[src/rtl/mb_calc_pkg.sv]
// Shared encodings and defaults for the floating-point request arbiter.
// The arithmetic units are external; only their interface codes live here.
package mb_calc_pkg;

  typedef enum logic [1:0] {
    OP_ADD = 2'b00,
    OP_SUB = 2'b01,
    OP_MUL = 2'b10,
    OP_DIV = 2'b11
  } op_e;

  typedef enum logic [1:0] {
    ST_IDLE  = 2'b00,
    ST_ALIGN = 2'b01,
    ST_RUN   = 2'b10,
    ST_RESP  = 2'b11
  } state_e;

  localparam int unsigned LATENCY_DEF = 58;

  // True when the first biased exponent is strictly smaller than the second.
  function automatic logic exp_less(input logic [7:0] ea, input logic [7:0] eb);
    return (ea < eb);
  endfunction

endpackage

[src/rtl/mb_alu_arbiter_chk.sv]
// Protocol checker: exclusive grants, frozen operands in RUN, one response per grant.
module mb_alu_arbiter_chk (
  input logic        CLK_1MHz,
  input logic        RSTN,
  input logic        gnt0,
  input logic        gnt1,
  input logic        rsp_valid,
  input logic [5:0]  dp_cnt,
  input logic [31:0] dp_a,
  input logic [31:0] dp_b
);

  logic pending_r;

  // Tracks a granted operation that has not yet produced its response.
  always_ff @(posedge CLK_1MHz or negedge RSTN) begin
    if (!RSTN) begin
      pending_r <= 1'b0;
    end else if (gnt0 || gnt1) begin
      pending_r <= 1'b1;
    end else if (rsp_valid) begin
      pending_r <= 1'b0;
    end
  end

  a_one_gnt: assert property (@(posedge CLK_1MHz) disable iff (!RSTN)
    !(gnt0 && gnt1));

  a_run_stable: assert property (@(posedge CLK_1MHz) disable iff (!RSTN)
    (dp_cnt > 6'd1) |-> ($stable(dp_a) && $stable(dp_b)));

  a_resp_stable: assert property (@(posedge CLK_1MHz) disable iff (!RSTN)
    rsp_valid |-> ($stable(dp_a) && $stable(dp_b)));

  a_rsp_pulse: assert property (@(posedge CLK_1MHz) disable iff (!RSTN)
    rsp_valid |=> !rsp_valid);

  a_rsp_owned: assert property (@(posedge CLK_1MHz) disable iff (!RSTN)
    rsp_valid |-> pending_r);

  a_gnt_free: assert property (@(posedge CLK_1MHz) disable iff (!RSTN)
    (gnt0 || gnt1) |-> !pending_r);

endmodule

[src/rtl/mb_rr_arb2.sv]
// Two-way round-robin selector; the pointer remembers the last granted requester.
module mb_rr_arb2 (
  input  logic       CLK_1MHz,
  input  logic       RSTN,
  input  logic [1:0] req,
  input  logic       take,
  output logic       winner
);

  logic last_r;
  logic winner_s;

  // Winner selection: a tie goes to whoever was not granted last.
  always_comb begin
    winner_s = 1'b0;
    if (req[0] && req[1]) begin
      winner_s = ~last_r;
    end else if (req[1]) begin
      winner_s = 1'b1;
    end else begin
      winner_s = 1'b0;
    end
  end

  // Last-grant pointer; resets to 1 so requester 0 wins the first tie.
  always_ff @(posedge CLK_1MHz or negedge RSTN) begin
    if (!RSTN) begin
      last_r <= 1'b1;
    end else if (take) begin
      last_r <= winner_s;
    end
  end

  assign winner = winner_s;

endmodule

[src/rtl/mb_alu_arbiter.sv]
// Arbitrates two requesters onto one shared FP add/sub, mul and div datapath,
// aligning add/sub operands and sampling the selected result after LATENCY cycles.
module mb_alu_arbiter
  import mb_calc_pkg::*;
#(
  parameter int unsigned LATENCY = LATENCY_DEF
) (
  input  logic        CLK_1MHz,
  input  logic        RSTN,
  input  logic        req0,
  input  logic        req1,
  input  logic [1:0]  op0,
  input  logic [1:0]  op1,
  input  logic [31:0] a0,
  input  logic [31:0] b0,
  input  logic [31:0] a1,
  input  logic [31:0] b1,
  output logic        gnt0,
  output logic        gnt1,
  output logic [5:0]  dp_cnt,
  output logic [31:0] dp_a,
  output logic [31:0] dp_b,
  input  logic [31:0] add_res,
  input  logic [31:0] mul_res,
  input  logic [31:0] div_res,
  input  logic        ovf_as,
  input  logic        ovf_mul,
  input  logic        ovf_div,
  input  logic        dz,
  output logic        rsp_valid,
  output logic        rsp_id,
  output logic [31:0] rsp_result,
  output logic        rsp_overflow,
  output logic        rsp_dv_by_zero,
  output logic        busy
);

  localparam logic [5:0] LAT_C = 6'(LATENCY);

  state_e      state_r, state_s;
  op_e         op_r, lat_op_s;
  logic        id_r;
  logic [5:0]  dp_cnt_r;
  logic [31:0] dp_a_r, dp_b_r, rsp_result_r;
  logic        gnt0_r, gnt1_r, rsp_valid_r, rsp_id_r;
  logic        rsp_overflow_r, rsp_dv_by_zero_r, busy_r;
  logic        accept_s, winner_s, swap_s, run_done_s;
  logic [31:0] lat_a_s, raw_b_s, lat_b_s;
  logic [31:0] cap_res_s;
  logic        cap_ovf_s, cap_dz_s;

  assign accept_s   = (state_r == ST_IDLE) && (req0 || req1);
  assign run_done_s = (state_r == ST_RUN) && (dp_cnt_r == LAT_C);
  assign swap_s     = ((op_r == OP_ADD) || (op_r == OP_SUB)) &&
                      exp_less(dp_a_r[30:23], dp_b_r[30:23]);

  mb_rr_arb2 u_arb (
    .CLK_1MHz (CLK_1MHz),
    .RSTN     (RSTN),
    .req      ({req1, req0}),
    .take     (accept_s),
    .winner   (winner_s)
  );

  // Operands of the winning requester; subtraction becomes addition of -b.
  always_comb begin
    lat_op_s = winner_s ? op_e'(op1) : op_e'(op0);
    lat_a_s  = winner_s ? a1 : a0;
    raw_b_s  = winner_s ? b1 : b0;
    lat_b_s  = (lat_op_s == OP_SUB) ? {~raw_b_s[31], raw_b_s[30:0]} : raw_b_s;
  end

  // Result and flag selection from the shared units according to the latched op.
  always_comb begin
    cap_res_s = add_res;
    cap_ovf_s = ovf_as;
    cap_dz_s  = 1'b0;
    case (op_r)
      OP_ADD, OP_SUB: begin
        cap_res_s = add_res;
        cap_ovf_s = ovf_as;
      end
      OP_MUL: begin
        cap_res_s = mul_res;
        cap_ovf_s = ovf_mul;
      end
      OP_DIV: begin
        cap_res_s = div_res;
        cap_ovf_s = ovf_div;
        cap_dz_s  = dz;
      end
      default: begin
        cap_res_s = add_res;
        cap_ovf_s = ovf_as;
      end
    endcase
  end

  // Next-state logic; RESP always falls back to IDLE so no accept happens there.
  always_comb begin
    state_s = state_r;
    case (state_r)
      ST_IDLE:  state_s = accept_s ? ST_ALIGN : ST_IDLE;
      ST_ALIGN: state_s = ST_RUN;
      ST_RUN:   state_s = run_done_s ? ST_RESP : ST_RUN;
      ST_RESP:  state_s = ST_IDLE;
      default:  state_s = ST_IDLE;
    endcase
  end

  // State register.
  always_ff @(posedge CLK_1MHz or negedge RSTN) begin
    if (!RSTN) begin
      state_r <= ST_IDLE;
    end else begin
      state_r <= state_s;
    end
  end

  // Registered handshakes, datapath operands, sequence count and response.
  always_ff @(posedge CLK_1MHz or negedge RSTN) begin
    if (!RSTN) begin
      op_r             <= OP_ADD;
      id_r             <= 1'b0;
      gnt0_r           <= 1'b0;
      gnt1_r           <= 1'b0;
      busy_r           <= 1'b0;
      dp_cnt_r         <= 6'd0;
      dp_a_r           <= 32'd0;
      dp_b_r           <= 32'd0;
      rsp_valid_r      <= 1'b0;
      rsp_id_r         <= 1'b0;
      rsp_result_r     <= 32'd0;
      rsp_overflow_r   <= 1'b0;
      rsp_dv_by_zero_r <= 1'b0;
    end else begin
      gnt0_r      <= accept_s && !winner_s;
      gnt1_r      <= accept_s && winner_s;
      busy_r      <= (state_s != ST_IDLE);
      rsp_valid_r <= run_done_s;
      case (state_r)
        ST_IDLE: begin
          if (accept_s) begin
            op_r   <= lat_op_s;
            id_r   <= winner_s;
            dp_a_r <= lat_a_s;
            dp_b_r <= lat_b_s;
          end
        end
        ST_ALIGN: begin
          if (swap_s) begin
            dp_a_r <= dp_b_r;
            dp_b_r <= dp_a_r;
          end
          dp_cnt_r <= 6'd1;
        end
        ST_RUN: begin
          if (run_done_s) begin
            dp_cnt_r         <= 6'd0;
            rsp_id_r         <= id_r;
            rsp_result_r     <= cap_res_s;
            rsp_overflow_r   <= cap_ovf_s;
            rsp_dv_by_zero_r <= cap_dz_s;
          end else begin
            dp_cnt_r <= dp_cnt_r + 6'd1;
          end
        end
        ST_RESP: begin
          dp_cnt_r <= 6'd0;
        end
        default: begin
          dp_cnt_r <= 6'd0;
        end
      endcase
    end
  end

  assign gnt0           = gnt0_r;
  assign gnt1           = gnt1_r;
  assign busy           = busy_r;
  assign dp_cnt         = dp_cnt_r;
  assign dp_a           = dp_a_r;
  assign dp_b           = dp_b_r;
  assign rsp_valid      = rsp_valid_r;
  assign rsp_id         = rsp_id_r;
  assign rsp_result     = rsp_result_r;
  assign rsp_overflow   = rsp_overflow_r;
  assign rsp_dv_by_zero = rsp_dv_by_zero_r;

  mb_alu_arbiter_chk u_chk (
    .CLK_1MHz  (CLK_1MHz),
    .RSTN      (RSTN),
    .gnt0      (gnt0_r),
    .gnt1      (gnt1_r),
    .rsp_valid (rsp_valid_r),
    .dp_cnt    (dp_cnt_r),
    .dp_a      (dp_a_r),
    .dp_b      (dp_b_r)
  );

endmodule

[config.mk]
export PLATFORM = sky130hd
export DESIGN_NAME = mb_alu_arbiter
export DESIGN_NICKNAME = d
export VERILOG_FILES = /design/src/rtl/mb_calc_pkg.sv /design/src/rtl/mb_alu_arbiter_chk.sv /design/src/rtl/mb_rr_arb2.sv /design/src/rtl/mb_alu_arbiter.sv
export SDC_FILE = /design/constraint.sdc
export NUM_CORES = 1
export LEC_CHECK = 0
export BUFFER_PORTS_ARGS = -buffer_cell sky130_fd_sc_hd__buf_2
export CAP_MARGIN = 0
export CORE_AREA = 2 2 132 134
export DETAILED_ROUTE_END_ITERATION = 10
export DIE_AREA = 0 0 134 136
export MAX_ROUTING_LAYER = met4
export PLACE_DENSITY = 0.81
export SLEW_MARGIN = 15
export SYNTH_ARGS = -nofsm -noshare
export SYNTH_HDL_FRONTEND = slang
export SYNTH_SLANG_ARGS = --single-unit
[constraint.sdc]
create_clock -name CLK_1MHz -period 2.38 [get_ports CLK_1MHz]
set_clock_uncertainty 0.1 [all_clocks]
set_input_delay 0.476 -clock CLK_1MHz [delete_from_list [all_inputs] [get_ports CLK_1MHz]]
set_output_delay 0.476 -clock CLK_1MHz [all_outputs]
set_load 0.02 [all_outputs]
# Word-level counts from Yosys, hierarchy flattened
# Cells that the tools add are included.
dict set report totals {
  inputBits 236
  reg_bits 115
  out_inout_bits 109
  elab_cells 67
}
dict set report op_classes {
  reduce_logical 18
  bitwise_logic 2
  n_addsub 1
  eq_ne 10
  order_cmp 1
  n_mux 20
}
# operator n
set op_table {}
lappend op_table {{32-bit two-way mux} 7}
lappend op_table {{32-bit case mux with 2 select lines} 2}
lappend op_table {{32-bit case mux with 3 select lines} 1}
lappend op_table {{6-bit case mux with 3 select lines} 1}
lappend op_table {{2-bit equality test, second input constant} 4}
lappend op_table {{8-bit < comparator} 1}
lappend op_table {{2-bit case mux with 4 select lines} 1}
lappend op_table {{6-bit by 1-bit adder with 6-bit output, second input constant} 1}
lappend op_table {{2-bit by 1-bit equality test with 1-bit output, second input constant} 3}
lappend op_table {{6-bit equality test, second input constant} 1}
lappend op_table {{1-bit logical AND} 6}
lappend op_table {{6-bit two-way mux} 1}
lappend op_table {{1-bit two-way mux} 5}
lappend op_table {{2-bit zero test} 2}
lappend op_table {{2-bit inequality test, second input constant} 2}
lappend op_table {{2-bit AND reduction} 2}
lappend op_table {{2-bit nonzero test} 2}
lappend op_table {{1-bit case mux with 3 select lines} 1}
lappend op_table {{3-bit AND reduction} 1}
lappend op_table {{3-bit nonzero test} 1}
lappend op_table {{1-bit logical OR} 2}
lappend op_table {{2-bit two-way mux} 1}
lappend op_table {{1-bit NOT} 2}
lappend op_table {{2-bit OR reduction} 1}
lappend op_table {{1-bit zero test} 1}

# Depth between registers and ports, before layout
# Gate-level depths: netlist of the first run.
dict set report depth {
  ltp_word 7
  ltp_mapped 10
  ltp_nobuf 7
}

# Modules after synthesis
# Synthesis of the first run repeated with hierarchy kept, for this count alone.
dict set report unflattened {
  cells_unflattened 696
  hier_area_um2 6784.0
}
# module cells_each n_inst area_each_um2 seq_area_each_um2
set by_module_without_submodules {}
lappend by_module_without_submodules {mb_alu_arbiter 693 1 6731.5 2852.7}
lappend by_module_without_submodules {mb_rr_arb2 3 1 52.6 26.3}

# Worst setup path before layout of the first run
# No wires, ideal clock.
dict set report synth_timing {
  path_kind {register -> register}
  startpoint {register dp_b_r[30] (netlist: dp_b[30])}
  endpoint {register dp_a_r[10] (netlist: dp_a[10])}
  path_stages_with_launch 8
  slack_ns 0.284
  arrival_time_ns 1.892
  setup_time_ns 0.104
  synth_period_minus_slack_ns 2.096
  required_ns 2.176
  n_path_buf 2
  path_cell_list {dfrtp_1 -> inv_1 -> ha_1 -> a211o_1 -> nand2b_1 -> buf_2 -> clkbuf_1 -> a221oi_1}
}
dict set report synth_via {
  elab_chain_len 4
}
# item line_no
set synth_rtl {}
lappend synth_rtl {{from (decl)} mb_alu_arbiter.sv:44} ;# logic [31:0] dp_a_r, dp_b_r, rsp_result_r;
lappend synth_rtl {{from (signal assigned)} mb_alu_arbiter.sv:147} ;# dp_b_r <= lat_b_s;
lappend synth_rtl {{from (signal assigned)} mb_alu_arbiter.sv:153} ;# dp_b_r <= dp_a_r;
lappend synth_rtl {{8-bit < comparator} mb_calc_pkg.sv:23} ;# return (ea < eb);
lappend synth_rtl {{1-bit logical AND} mb_alu_arbiter.sv:54} ;# assign swap_s = ((op_r == OP_ADD) || (op_r == OP_SUB)) &&
lappend synth_rtl {{2-bit inequality test (no source line)} n/a}
lappend synth_rtl {{3-bit AND reduction (no source line)} n/a}
lappend synth_rtl {{to (signal assigned)} mb_alu_arbiter.sv:146} ;# dp_a_r <= lat_a_s;
lappend synth_rtl {{to (signal assigned)} mb_alu_arbiter.sv:152} ;# dp_a_r <= dp_b_r;
lappend synth_rtl {{to (decl)} mb_alu_arbiter.sv:44}
# Every way passes these cells.
# A chain may end at the register's enable or synchronous reset.

# Final worst setup path of the first run
dict set report layout_timing {
  startpoint {register state_r[0]}
  endpoint {register dp_cnt_r[3] (netlist: dp_cnt[3])}
}
dict set report layout_via {
  elab_chain_len 4
  elab_cells_between_ends 7
  cone_classes {3 x eq/ne; 2 x mux; 2 x reduce/logical}
}
# item line_no
set layout_rtl {}
lappend layout_rtl {{from (decl)} mb_alu_arbiter.sv:40} ;# state_e state_r, state_s;
lappend layout_rtl {{from (signal assigned)} mb_alu_arbiter.sv:116} ;# state_r <= state_s;
lappend layout_rtl {{2-bit equality test} {mb_alu_arbiter.sv:53, mb_alu_arbiter.sv:141}}
lappend layout_rtl {{1-bit logical AND} mb_alu_arbiter.sv:53} ;# assign run_done_s = (state_r == ST_RUN) && (dp_cnt_r == LAT_C);
lappend layout_rtl {{6-bit two-way mux} mb_alu_arbiter.sv:158} ;# if (run_done_s) begin
lappend layout_rtl {{6-bit case mux with 3 select lines} mb_alu_arbiter.sv:141} ;# case (state_r)
lappend layout_rtl {{to (signal assigned)} mb_alu_arbiter.sv:165} ;# dp_cnt_r <= dp_cnt_r + 6'd1;
lappend layout_rtl {{to (decl)} mb_alu_arbiter.sv:43} ;# logic [5:0] dp_cnt_r;
# Parallel ways exist; a longest one is shown, timed or not.

==> key figures, run 1 <==
Yosys
  • Post-synth ARST share: 100%
  • Synth warn: 0
  • Yosys reg bits: around 120
  • Syn Nets: 940
  • Number of flops mapped to enable cells by yosys: 0
  • Post-Syn Area: 6760 um2
  • Number of distinct library cells after synthesis: 44
  • Seq/Total Area, Yosys: 42.6%
  • Synth Flop Type: dfrtp_1
  • Syn_area_per_cell: ~9.8 um2
  • Syn Inst Count: 691

Die
  • Row count: between 40 and 50
  • Die Area: 18,200 um2
  • IO Count: 345
  • Die Wd: 134 um
  • Initial Utilization: roughly two fifths
  • Die height: 136 um
  • Core region area: approximately 17,000 um2

Routing
  • DR vias/cell: 5.30
  • Via count: 6,603
  • Post-DRT Antenna Nets: 0
  • Detailed Route WL: 20.9 mm
  • DRT Pass-1 Iters: 4
  • WL/cell: 16.8 um
  • DRT iter0 DRCs: 300
  • DR DRC count: 0

Hold path
  • HP Class: input pin to async pin

Finish
  • Commonest cells after routing, fill and taps aside: 343 x buf_2, 112 x dfrtp_1, 80 x nand2_1, 74 x nor2_1, 62 x o21ai_0
  • Area Growth Syn to Fin: 37.0%
  • Fraction of layout cells with a size suffix above 1: 46.6%
  • Commonest non-fill, non-tap cell in the layout: buf_2
  • Final net count: 1,256

STA
  • Setup violators final: 0
  • Max transition margin: 59.5%
  • Min cycle time layout: 2.21 ns
  • Final Hold Vio Count: 0
  • Worst slew pin tran: 0.607 ns
  • Crit share post-route: between 90% and 100%
  • RSZ-0062 raised after global routing: no
  • Slew Viols, Final: 0
  • Final TNS setup: 0 ns
  • Fmax achieved: 452 MHz

Setup path
  • Crit-path max FO: 7
  • Worst reg2reg path endpoint: dp_cnt[3]$_DFFE_PN0N_
  • CP required: between 2 and 3 ns
  • Crit Reg-Reg Startpoint: state_r[0]$_DFF_PN0_
  • Crit Path Class: flip-flop to flip-flop
  • Reg2reg setup slack: 0.17 ns
  • Arrival time of the worst setup path: 2.40 ns
  • Worst reg2reg path depth: 6
  • Worst setup SP type: flip-flop
  • Nature of the critical path endpoint: flip-flop

Clock tree
  • CTS tree: yes
  • H-tree lvl count: 4
  • CTS Root Cell: clkbuf_16
  • Worst-path clk slew: 0.06 ns
  • Post-CTS sizing: 0
  • Postcts setup bufs: 0
  • TritonCTS buffer count: 17
  • Clk Latency, worst-skew pair: a little over 0.4 ns
  • # hold bufs at CTS: 0
  • CTS max path bufs: 2
  • Clock sink total: 115

Placed design
  • Port bufs: 344
  • Post-DP HPWL: ~15 mm
  • Placer Congestion: 0.819

Global routing
  • Total global-route track usage: 22.9%
  • Largest net degree at the start of global routing: 116
  • Antenna violations before repair: 1
  • GRT overflow: 0
  • First-pass GRT wire length: between 30 and 40 mm
  • Number of global-route vias before repair: 6,158

Power and ir drop
  • Leakage power: ~4 nW
  • PD cells: 542 nW/um2
  • Total power: 5.02 mW
  • Worst vdd ir: between 0.4 and 0.5 mV

Flow run
  • Max-cap viol count: 0

Outcome
  • Status: finished, final reports clean
-- worst max-delay path: stages (launching register included) --
cell     delay [ns]
dfrtp_1        0.40
inv_1          0.09
ha_1           0.23
nand2_1        0.06
or4b_2         0.74
a21oi_1        0.37
nor2_1         0.09
-- where the power goes --
part | total, mW | switching (mW) | internal (mW) | leakage [nW]
sequential | 1.96 | 0 | 1.96 | 1.07
combinational | 0.421 | 0.174 | 0.247 | 2.56
clock | 2.64 | 0.911 | 1.73 | 0.298
-- per-layer routing --
layer / global-route usage (%) / vias up / routed length (um)
li1: - / 3207 / -
met1: 26.1 / 3071 / 8170
met2: 39.7 / 297 / 10700
met3: 4.77 / 28 / 1540
met4: 8.98 / 0 / 465
met5: - / - / 0
-- Yosys cell counts (all sizes together), types with 2 or more instances --
master / n / area share (%)
mux2: 61 / 10
a32oi: 2 / 0.26
clkbuf: 19 / 1.1
o22ai: 61 / 5.6
o21ai: 74 / 5.8
inv: 14 / 0.78
dfrtp: 114 / 42
nand2b: 2 / 0.19
a221oi: 61 / 8.6
xnor2: 4 / 0.52
and2: 2 / 0.19
nor2: 74 / 4.1
nand3: 2 / 0.15
nor2b: 3 / 0.39
nand2: 81 / 4.5
a21o: 2 / 0.22
a311oi: 2 / 0.26
buf: 43 / 4.5
mux2i: 37 / 5.5
a21oi: 3 / 0.22
xor2: 2 / 0.26
a211oi: 2 / 0.22
ha: 13 / 2.4
o41ai: 2 / 0.26
-- how the worst max path moves through the flow --
stage	from	to	slack, ns	depth (start not counted)
5_1_grt	dp_b[28]$_DFFE_PN0P_	dp_b[22]$_DFFE_PN0P_	0.02	8
3_3_place_gp	req1	dp_a[6]$_DFFE_PN0P_	0.25	7
2_1_floorplan	dp_b[30]$_DFFE_PN0P_	dp_a[10]$_DFFE_PN0P_	0.28	7
6_report	state_r[0]$_DFF_PN0_	dp_cnt[3]$_DFFE_PN0N_	0.17	6
4_1_cts	state_r[0]$_DFF_PN0_	rsp_result[30]$_DFFE_PN0P_	0.17	6
3_5_place_dp	state_r[0]$_DFF_PN0_	rsp_result[30]$_DFFE_PN0P_	0.19	6
-- sequential cells by signal, summed over array words and instances (netlist names), 2 cells and up --
register and cells:
dp_a 32, dp_b 32, rsp_result 32, dp_cnt 6, op_r 2, state_r 2
-- logic make-up after synthesis --
group / after synthesis / synth area share [%]
fa+ha+maj: 13 / 2.41
compound gates: 214 / 22.2
buf+inv: 76 / 6.29
xor+xnor: 6 / 0.777
flops: 115 / 42.6
simple gates: 169 / 10.1
mux: 98 / 15.6
-- per-stage QoR --
step / std cells / setup slack, ns / util, % / hold slack, ns / instance area, um2
6_report: 1246 / 0.165 / 54.9 / 0.0563 / 9260
5_1_grt: 1246 / 0.0191 / 54.9 / 0.0957 / 9260
4_1_cts: 1245 / 0.173 / 54.9 / 0.0715 / 9260
3_5_place_dp: 1213 / 0.193 / 51.2 / 0.366 / 8640
3_3_place_gp: 1213 / 0.255 / 51.2 / 0.358 / 8640
2_1_floorplan: 691 / 0.284 / - / 0.0804 / 6760
-- final cells by class --
class	instances	area, um2
Fill cell	1509	7610
Multi-Input combinational cell	500	3470
Inverter	14	52.6
Clock inverter	12	154
Timing Repair Buffer	359	1950
Antenna cell	1	2.50
Tap cell	225	282
Sequential cell	115	2880
Clock buffer	20	467
No activity file was read; power rests on OpenSTA's default activity.
==> run 2, diff against run 1 <==
- ABC_AREA: default -> 1
- CORE_AREA: 2 2 132 134 -> 2 2 135 137
- DIE_AREA: 0 0 134 136 -> 0 0 137 139
- PLACE_DENSITY: 0.81 -> default
- PLACE_DENSITY_LB_ADDON: default -> 0.08
- SLEW_MARGIN: 15 -> default
==> key figures, run 2 <==
Setup path
  • Arrival time of the worst setup path: 2.36 ns (-0.04 ns)
  • Slowest-stage cell, CP: dfrtp_1
  • CP required: 2.62 ns (+0.06 ns)
  • Crit Reg-Reg Startpoint: dp_b[30]$_DFFE_PN0P_
  • Crit-path max FO: 42 (+35)
  • Crit-path max cell delay: 0.40 ns (-0.34 ns)
  • WP depth: 9 (+3)
  • Worst setup path endpoint: dp_b[0]$_DFFE_PN0P_
  • Crit path from: dp_b[30]$_DFFE_PN0P_
  • CP Cell Sequence: inv_1 -> ha_1 -> a21oi_1 -> o21a_1 -> nand3_1 -> nand2_2 -> buf_4 -> nand3_1 -> nand2_1
  • Reg2reg setup slack: 0.26 ns (+0.10 ns)
  • Crit-path most repeated cell: nand3_1
  • Worst setup SP type: flip-flop
  • Nature of the critical path endpoint: flip-flop
  • Crit Path Class: flip-flop to flip-flop
  • Worst reg2reg path endpoint: dp_b[0]$_DFFE_PN0P_
  • Top delay family on crit path: buffers and inverters
  • Worst Path Buf+Inv: 2 (+1)
  • Worst reg2reg path depth: 9 (+3)

STA
  • Crit share post-route: 89.0% (-4.1 points)
  • Max transition margin: 51.3% (-8.2 points)
  • Setup violators final: 0 (unchanged)
  • Min cycle time layout: 2.12 ns (-0.0964 ns)
  • Fmax achieved: 472 MHz (+4.6%)
  • RSZ-0062 raised after global routing: no
  • Worst slew pin tran: 0.730 ns (+0.123 ns)
  • Final Hold Slack: -0.0395 ns (-0.0958 ns)
  • Final TNS setup: 0 ns (unchanged)
  • Final Hold Vio Count: 10 (+10)
  • Slew Viols, Final: 0 (unchanged)

Global routing
  • First-pass GRT wire length: 33.2 mm (+4.7%)
  • Total global-route track usage: 22.8% (-0.069 points)
  • Number of global-route vias before repair: 6,507 (+5.7%)
  • Antenna violations before repair: 4 (+3)
  • GRT overflow: 0 (unchanged)
  • Largest net degree at the start of global routing: 128 (+10%)

Placed design
  • Port bufs: 344 (unchanged)
  • Placer Congestion: 0.844 (+3.0%)
  • Post-DP HPWL: 15.5 mm (+0.97%)

Flow run
  • Max-cap viol count: 0 (unchanged)

Finish
  • Commonest non-fill, non-tap cell in the layout: nand2_1
  • Fraction of layout cells with a size suffix above 1: 32.8% (-14 points)
  • Area Growth Syn to Fin: 35.4%
  • Final net count: 1,471 (+17%)
  • Commonest cells after routing, fill and taps aside: 384 x nand2_1, 343 x buf_2, 114 x dfrtp_1, 109 x nor2_1, 71 x nand3_1

Yosys
  • Synth Flop Type: dfrtp_1
  • Syn Nets: 1,155 (+23%)
  • Synth warn: 0 (unchanged)
  • Post-synth top cells: 384 x nand2_1, 114 x dfrtp_1, 109 x nor2_1
  • Yosys reg bits: 115 (unchanged)
  • Post-Syn Area: 6650 um2 (-1.6%)
  • Top-area cell type share of the netlist area: 42.9% (+0.68 points)
  • Post-synth ARST share: 100% (unchanged)
  • XOR/XNOR share of the synthesized area: 0.395% (-0.38 points)
  • Number of flops mapped to enable cells by yosys: 0 (unchanged)
  • Top-count cell post-synth: nand2_1
  • Area leader, netlist: dfrtp_1
  • Largest family of logic cells by synthesized area: simple AND/OR/NAND/NOR gates
  • Adder-cell share of the synthesized area: 2.45% (+0.039 points)
  • Compound-cell area share of the yosys netlist: 11.6% (-11 points)
  • Simple-gate share of the synthesized area: 34.3% (+24 points)
  • Seq/Total Area, Yosys: 43.3% (+0.69 points)
  • Mux cell area share after synthesis: 0% (-16 points)
  • Syn Inst Count: 906 (+31%)
  • Syn_area_per_cell: 7.34 um2 (-25%)
  • Number of distinct library cells after synthesis: 30 (-32%)
  • Top cells by area, synth: dfrtp_1 43%, nand2_1 22%, nor2_1 6.2%, a31oi_1 6.0%, nand3_1 5.3%

Clock tree
  • Clk Latency, worst-skew pair: 0.41 ns (about the same)
  • H-tree lvl count: 4 (unchanged)
  • # hold bufs at CTS: 0 (unchanged)
  • Postcts setup bufs: 0 (unchanged)
  • Post-CTS sizing: 0 (unchanged)
  • TritonCTS buffer count: 17 (unchanged)
  • Clock sink total: 115 (unchanged)
  • CTS max path bufs: 2 (unchanged)
  • CTS tree: yes
  • Worst-path clk slew: 0.05 ns (about the same)
  • CTS Root Cell: clkbuf_16

Die
  • Row count: 49 (+2.1%)
  • Die Wd: 137 um (+2.2%)
  • IO Count: 345 (unchanged)
  • Initial Utilization: 37.7% (-2.4 points)
  • Die height: 139 um (+2.2%)
  • Die Area: 19,000 um2 (+4.5%)
  • Core region area: 17,700 um2 (+4.6%)

Hold path
  • HP Class: input pin to async pin

Outcome
  • Status: finished with violations
  • Failing checks: hold timing

Routing
  • Detailed Route WL: 22.0 mm (+5.1%)
  • Via count: 7,115 (+7.8%)
  • Post-DRT Antenna Nets: 0 (unchanged)
  • WL/cell: 15.0 um (-11%)
  • DRT Pass-1 Iters: 4 (unchanged)
  • DRT iter0 DRCs: 407 (+36%)
  • DR DRC count: 0 (unchanged)
  • DR vias/cell: 4.85 (-8.5%)

Power and ir drop
  • Total power: 4.86 mW (-3.1%)
  • PD cells: 540 nW/um2 (-0.34%)
  • Leakage power: 4.99 nW (+27%)
  • Worst vdd ir: 0.442 mV (-3.1%)
[run 2: metal layers]
| metal | routed length, um | part of all wire (%) | vias to the layer above | track usage, % |
|---|---|---|---|---|
| met5 | 0 | 0 | - | - |
| met4 | 221 | 1.0 | 0 | 7.43 |
| met3 | 1690 | 7.7 | 19 | 4.86 |
| met2 | 10900 | 50 | 289 | 38.5 |
| met1 | 9120 | 42 | 3184 | 27.0 |
| li1 | - | - | 3623 | - |
[run 2: report_power, final]
group / switching, mW / internal, mW / total (mW) / leakage, nW
Clock: 0.883 / 1.58 / 2.46 / 0.282
Combinational: 0.222 / 0.216 / 0.438 / 3.31
Sequential: 0.000513 / 1.96 / 1.96 / 1.40
[run 2: cells by family after synthesis]
logic type	Yosys count
AOI/OAI and AO/OA	112
xor gates and xnor gates	3
adders and majority gates	13
buffers and inverters	89
DFF	115
and+or+nand+nor	574
[run 2: area by class of cell]
type                    count  area (um2)
inverters                  26         100
diodes                      4        10.0
clock inverters            11         110
clock buffers              21         460
repair buffers            360        1910
well taps                 229         287
multi-input cells         702        3250
flip-flops and latches    115        2880
fillers                  1818        8650
[run 2: per-stage QoR]
| stage | cells | utilization (%) | hold slack, ns | area [um2] | setup WS, ns |
|---|---|---|---|---|---|
| floorplan | 906 | - | 0.0804 | 6650 | 0.584 |
| global placement | 1432 | 47.7 | 0.363 | 8420 | 0.327 |
| detailed placement | 1432 | 47.7 | 0.368 | 8420 | 0.277 |
| CTS | 1464 | 50.9 | 0.0827 | 8990 | 0.203 |
| global route | 1468 | 51.0 | 0.104 | 9000 | 0.0346 |
| finish | 1468 | 51.0 | -0.0395 | 9000 | 0.262 |
[run 2: how the worst min path moves through the flow]
stage               slack, ns                    endpoint                       start
detailed placement       0.37    u_arb.last_r$_DFFE_PN1P_    u_arb.last_r$_DFFE_PN1P_
floorplan                0.08              busy$_DFF_PN0_                        RSTN
finish                  -0.04         rsp_valid$_DFF_PN0_                        RSTN
CTS                      0.08         rsp_valid$_DFF_PN0_                        RSTN
global placement         0.36  rsp_dv_by_zero$_DFFE_PN0P_  rsp_dv_by_zero$_DFFE_PN0P_
global route             0.10  rsp_result[22]$_DFFE_PN0P_                        RSTN
==> run 3, diff against run 2 <==
- clock period: 2.38 -> 2.25 ns (I/O delays scaled with it)
==> key figures, run 3 (same netlist as run 2, synthesis figures left out) <==
Finish
  • Final Cell Area: 9130 um2 (+1.4%)
  • Commonest non-fill, non-tap cell in the layout: nand2_1
  • Layout Utilization: 51.7% (+0.72 points)
  • Fraction of layout cells with a size suffix above 1: 33.0% (+0.22 points)
  • Commonest cells after routing, fill and taps aside: 384 x nand2_1, 343 x buf_2, 114 x dfrtp_1, 109 x nor2_1, 71 x nand3_1
  • Final net count: 1,479 (+0.54%)
  • Area Growth Syn to Fin: 37.3%

Routing
  • DRT iter0 DRCs: 254 (-38%)
  • Detailed Route WL: 21.8 mm (-0.70%)
  • Post-DRT Antenna Nets: 0 (unchanged)
  • Via count: 7,128 (+0.18%)
  • DR DRC count: 0 (unchanged)
  • DRT Pass-1 Iters: 4 (unchanged)
  • DR vias/cell: 4.84 (-0.23%)
  • WL/cell: 14.8 um (-1.1%)

Global routing
  • First-pass GRT wire length: 33.4 mm (+0.64%)
  • GRT overflow: 0 (unchanged)
  • Antenna violations before repair: 3 (-1)
  • Largest net degree at the start of global routing: 68 (-47%)
  • Number of global-route vias before repair: 6,520 (+0.20%)
  • Total global-route track usage: 23.0% (+0.11 points)

STA
  • Fmax achieved: 496 MHz (+5.0%)
  • Setup violators final: 0 (unchanged)
  • Final Hold Slack: 0.218 ns (+0.257 ns)
  • Crit share post-route: 89.7% (+0.68 points)
  • Final TNS setup: 0 ns (unchanged)
  • Min cycle time layout: 2.02 ns (-0.100 ns)
  • Max transition margin: 64.5% (+13 points)
  • RSZ-0062 raised after global routing: no
  • Slew Viols, Final: 0 (unchanged)
  • Final Hold Vio Count: 0 (-10)
  • Worst slew pin tran: 0.532 ns (-0.198 ns)

Clock tree
  • CTS tree: yes
  • TritonCTS buffer count: 17 (unchanged)
  • Clk Latency, worst-skew pair: 0.41 ns (about the same)
  • Post-CTS sizing: 0 (unchanged)
  • CTS Root Cell: clkbuf_16
  • Clock sink total: 115 (unchanged)
  • H-tree lvl count: 4 (unchanged)
  • Worst-path clk slew: 0.05 ns (about the same)
  • CTS max path bufs: 2 (unchanged)

Power and ir drop
  • Total power: 5.20 mW (+6.9%)
  • Worst vdd ir: 0.548 mV (+24%)
  • PD cells: 569 nW/um2 (+5.4%)
  • Leakage power: 5.04 nW (+1.1%)

Setup path
  • CP Cell Sequence: inv_1 -> ha_1 -> nand2_1 -> o21a_1 -> nand3_1 -> nand2_2 -> nand2_4 -> buf_4 -> nand2_1 -> nand2_1
  • CP required: 2.49 ns (-0.13 ns)
  • Slowest-stage cell, CP: buf_4
  • Arrival time of the worst setup path: 2.26 ns (-0.10 ns)
  • Crit-path max FO: 44 (+4.8%)
  • Nature of the critical path endpoint: flip-flop
  • Crit-path most repeated cell: nand2_1
  • Crit-path max cell delay: 0.40 ns (about the same)
  • Crit Path Class: flip-flop to flip-flop
  • Worst setup SP type: flip-flop

Die
  • Die height: 139 um (unchanged)
  • Initial Utilization: 37.7% (unchanged)
  • Row count: 49 (unchanged)
  • IO Count: 345 (unchanged)
  • Die Wd: 137 um (unchanged)
  • Die Area: 19,000 um2 (unchanged)
  • Core region area: 17,700 um2 (unchanged)

Placed design
  • Port bufs: 344 (unchanged)
  • Area after DPL: 8540 um2 (+1.4%)
  • Placer Congestion: 0.828 (-1.9%)
  • Post-DP HPWL: 16.2 mm (+4.3%)

Hold path
  • HP Class: input pin to flip-flop

Flow run
  • Max-cap viol count: 0 (unchanged)

Outcome
  • Status: finished, final reports clean
## run 3: cell types whose count changed in the layout (fill, tap and decap cells not counted), sizes merged
| cell | previous run | this run |
|---|---|---|
| bufinv | 2 | 3 |
| clkinvlp | 2 | 3 |
| diode | 4 | 3 |
| clkbuf | 21 | 20 |
| buf | 360 | 367 |
| clkinv | 8 | 6 |
| dlygate4sd3 | 0 | 1 |
## run 3: final timing paths
| check | startpoint | to | slack [ns] | depth (start not counted) |
|---|---|---|---|---|
| setup / recovery | dp_b[30]$_DFFE_PN0P_ | dp_a[20]$_DFFE_PN0P_ | 0.23 | 10 |
| hold / removal | mul_res[30] | rsp_result[30]$_DFFE_PN0P_ | 0.22 | 3 |
| setup reg to reg | dp_b[30]$_DFFE_PN0P_ | dp_a[20]$_DFFE_PN0P_ | 0.23 | 10 |
| hold reg to reg | u_arb.last_r$_DFFE_PN1P_ | u_arb.last_r$_DFFE_PN1P_ | 0.38 | 2 |
| max in group asynchronous | RSTN | dp_b[11]$_DFFE_PN0P_ | 1.00 | 3 |
| min in group asynchronous | RSTN | rsp_result[22]$_DFFE_PN0P_ | 0.45 | 2 |
## run 3: metal layers
layer / GRT usage (%) / part of all wire, % / vias to the layer above
met3: 5.56 / 6.8 / 20
met1: 27.8 / 42 / 3239
met5: - / 0 / -
met2: 37.4 / 50 / 239
li1: - / - / 3630
met4: 7.38 / 1.5 / 0
## run 3: power by group
group	internal, mW	switching (mW)	leakage (nW)
registers	2.07	0.000664	1.40
clock network	1.72	0.925	0.275
logic	0.241	0.236	3.37
## run 3: cell type report
class	count	area [um2]
fill	1819	8530
clock buffer	20	437
clock inverter	11	138
antenna	3	7.51
timing repair buffer	368	2030
tap	229	287
inverter	26	100
sequential	115	2880
multi-input combinational	702	3250
## run 3: stage by stage
step                      worst slack, ns  std cells
after floorplan                     0.454        906
final                               0.232       1474
after CTS                           0.230       1471
after global routing               0.0117       1474
after detailed placement            0.254       1439
after global placement              0.278       1439
## run 3: worst max-delay path: cells and delay by family (launching register included)
family / cells / cell delay [ns]
adders and majority gates: 1 / 0.29
AOI/OAI and AO/OA: 1 / 0.19
buffers and inverters: 2 / 0.46
DFF: 1 / 0.39
and+or+nand+nor: 6 / 0.50
## run 3: what timing repair did
item | in CTS | in global routing
hold endpoints to repair | 31 | 0
setup buffers | 0 | 0
hold buffers | 1 | 0
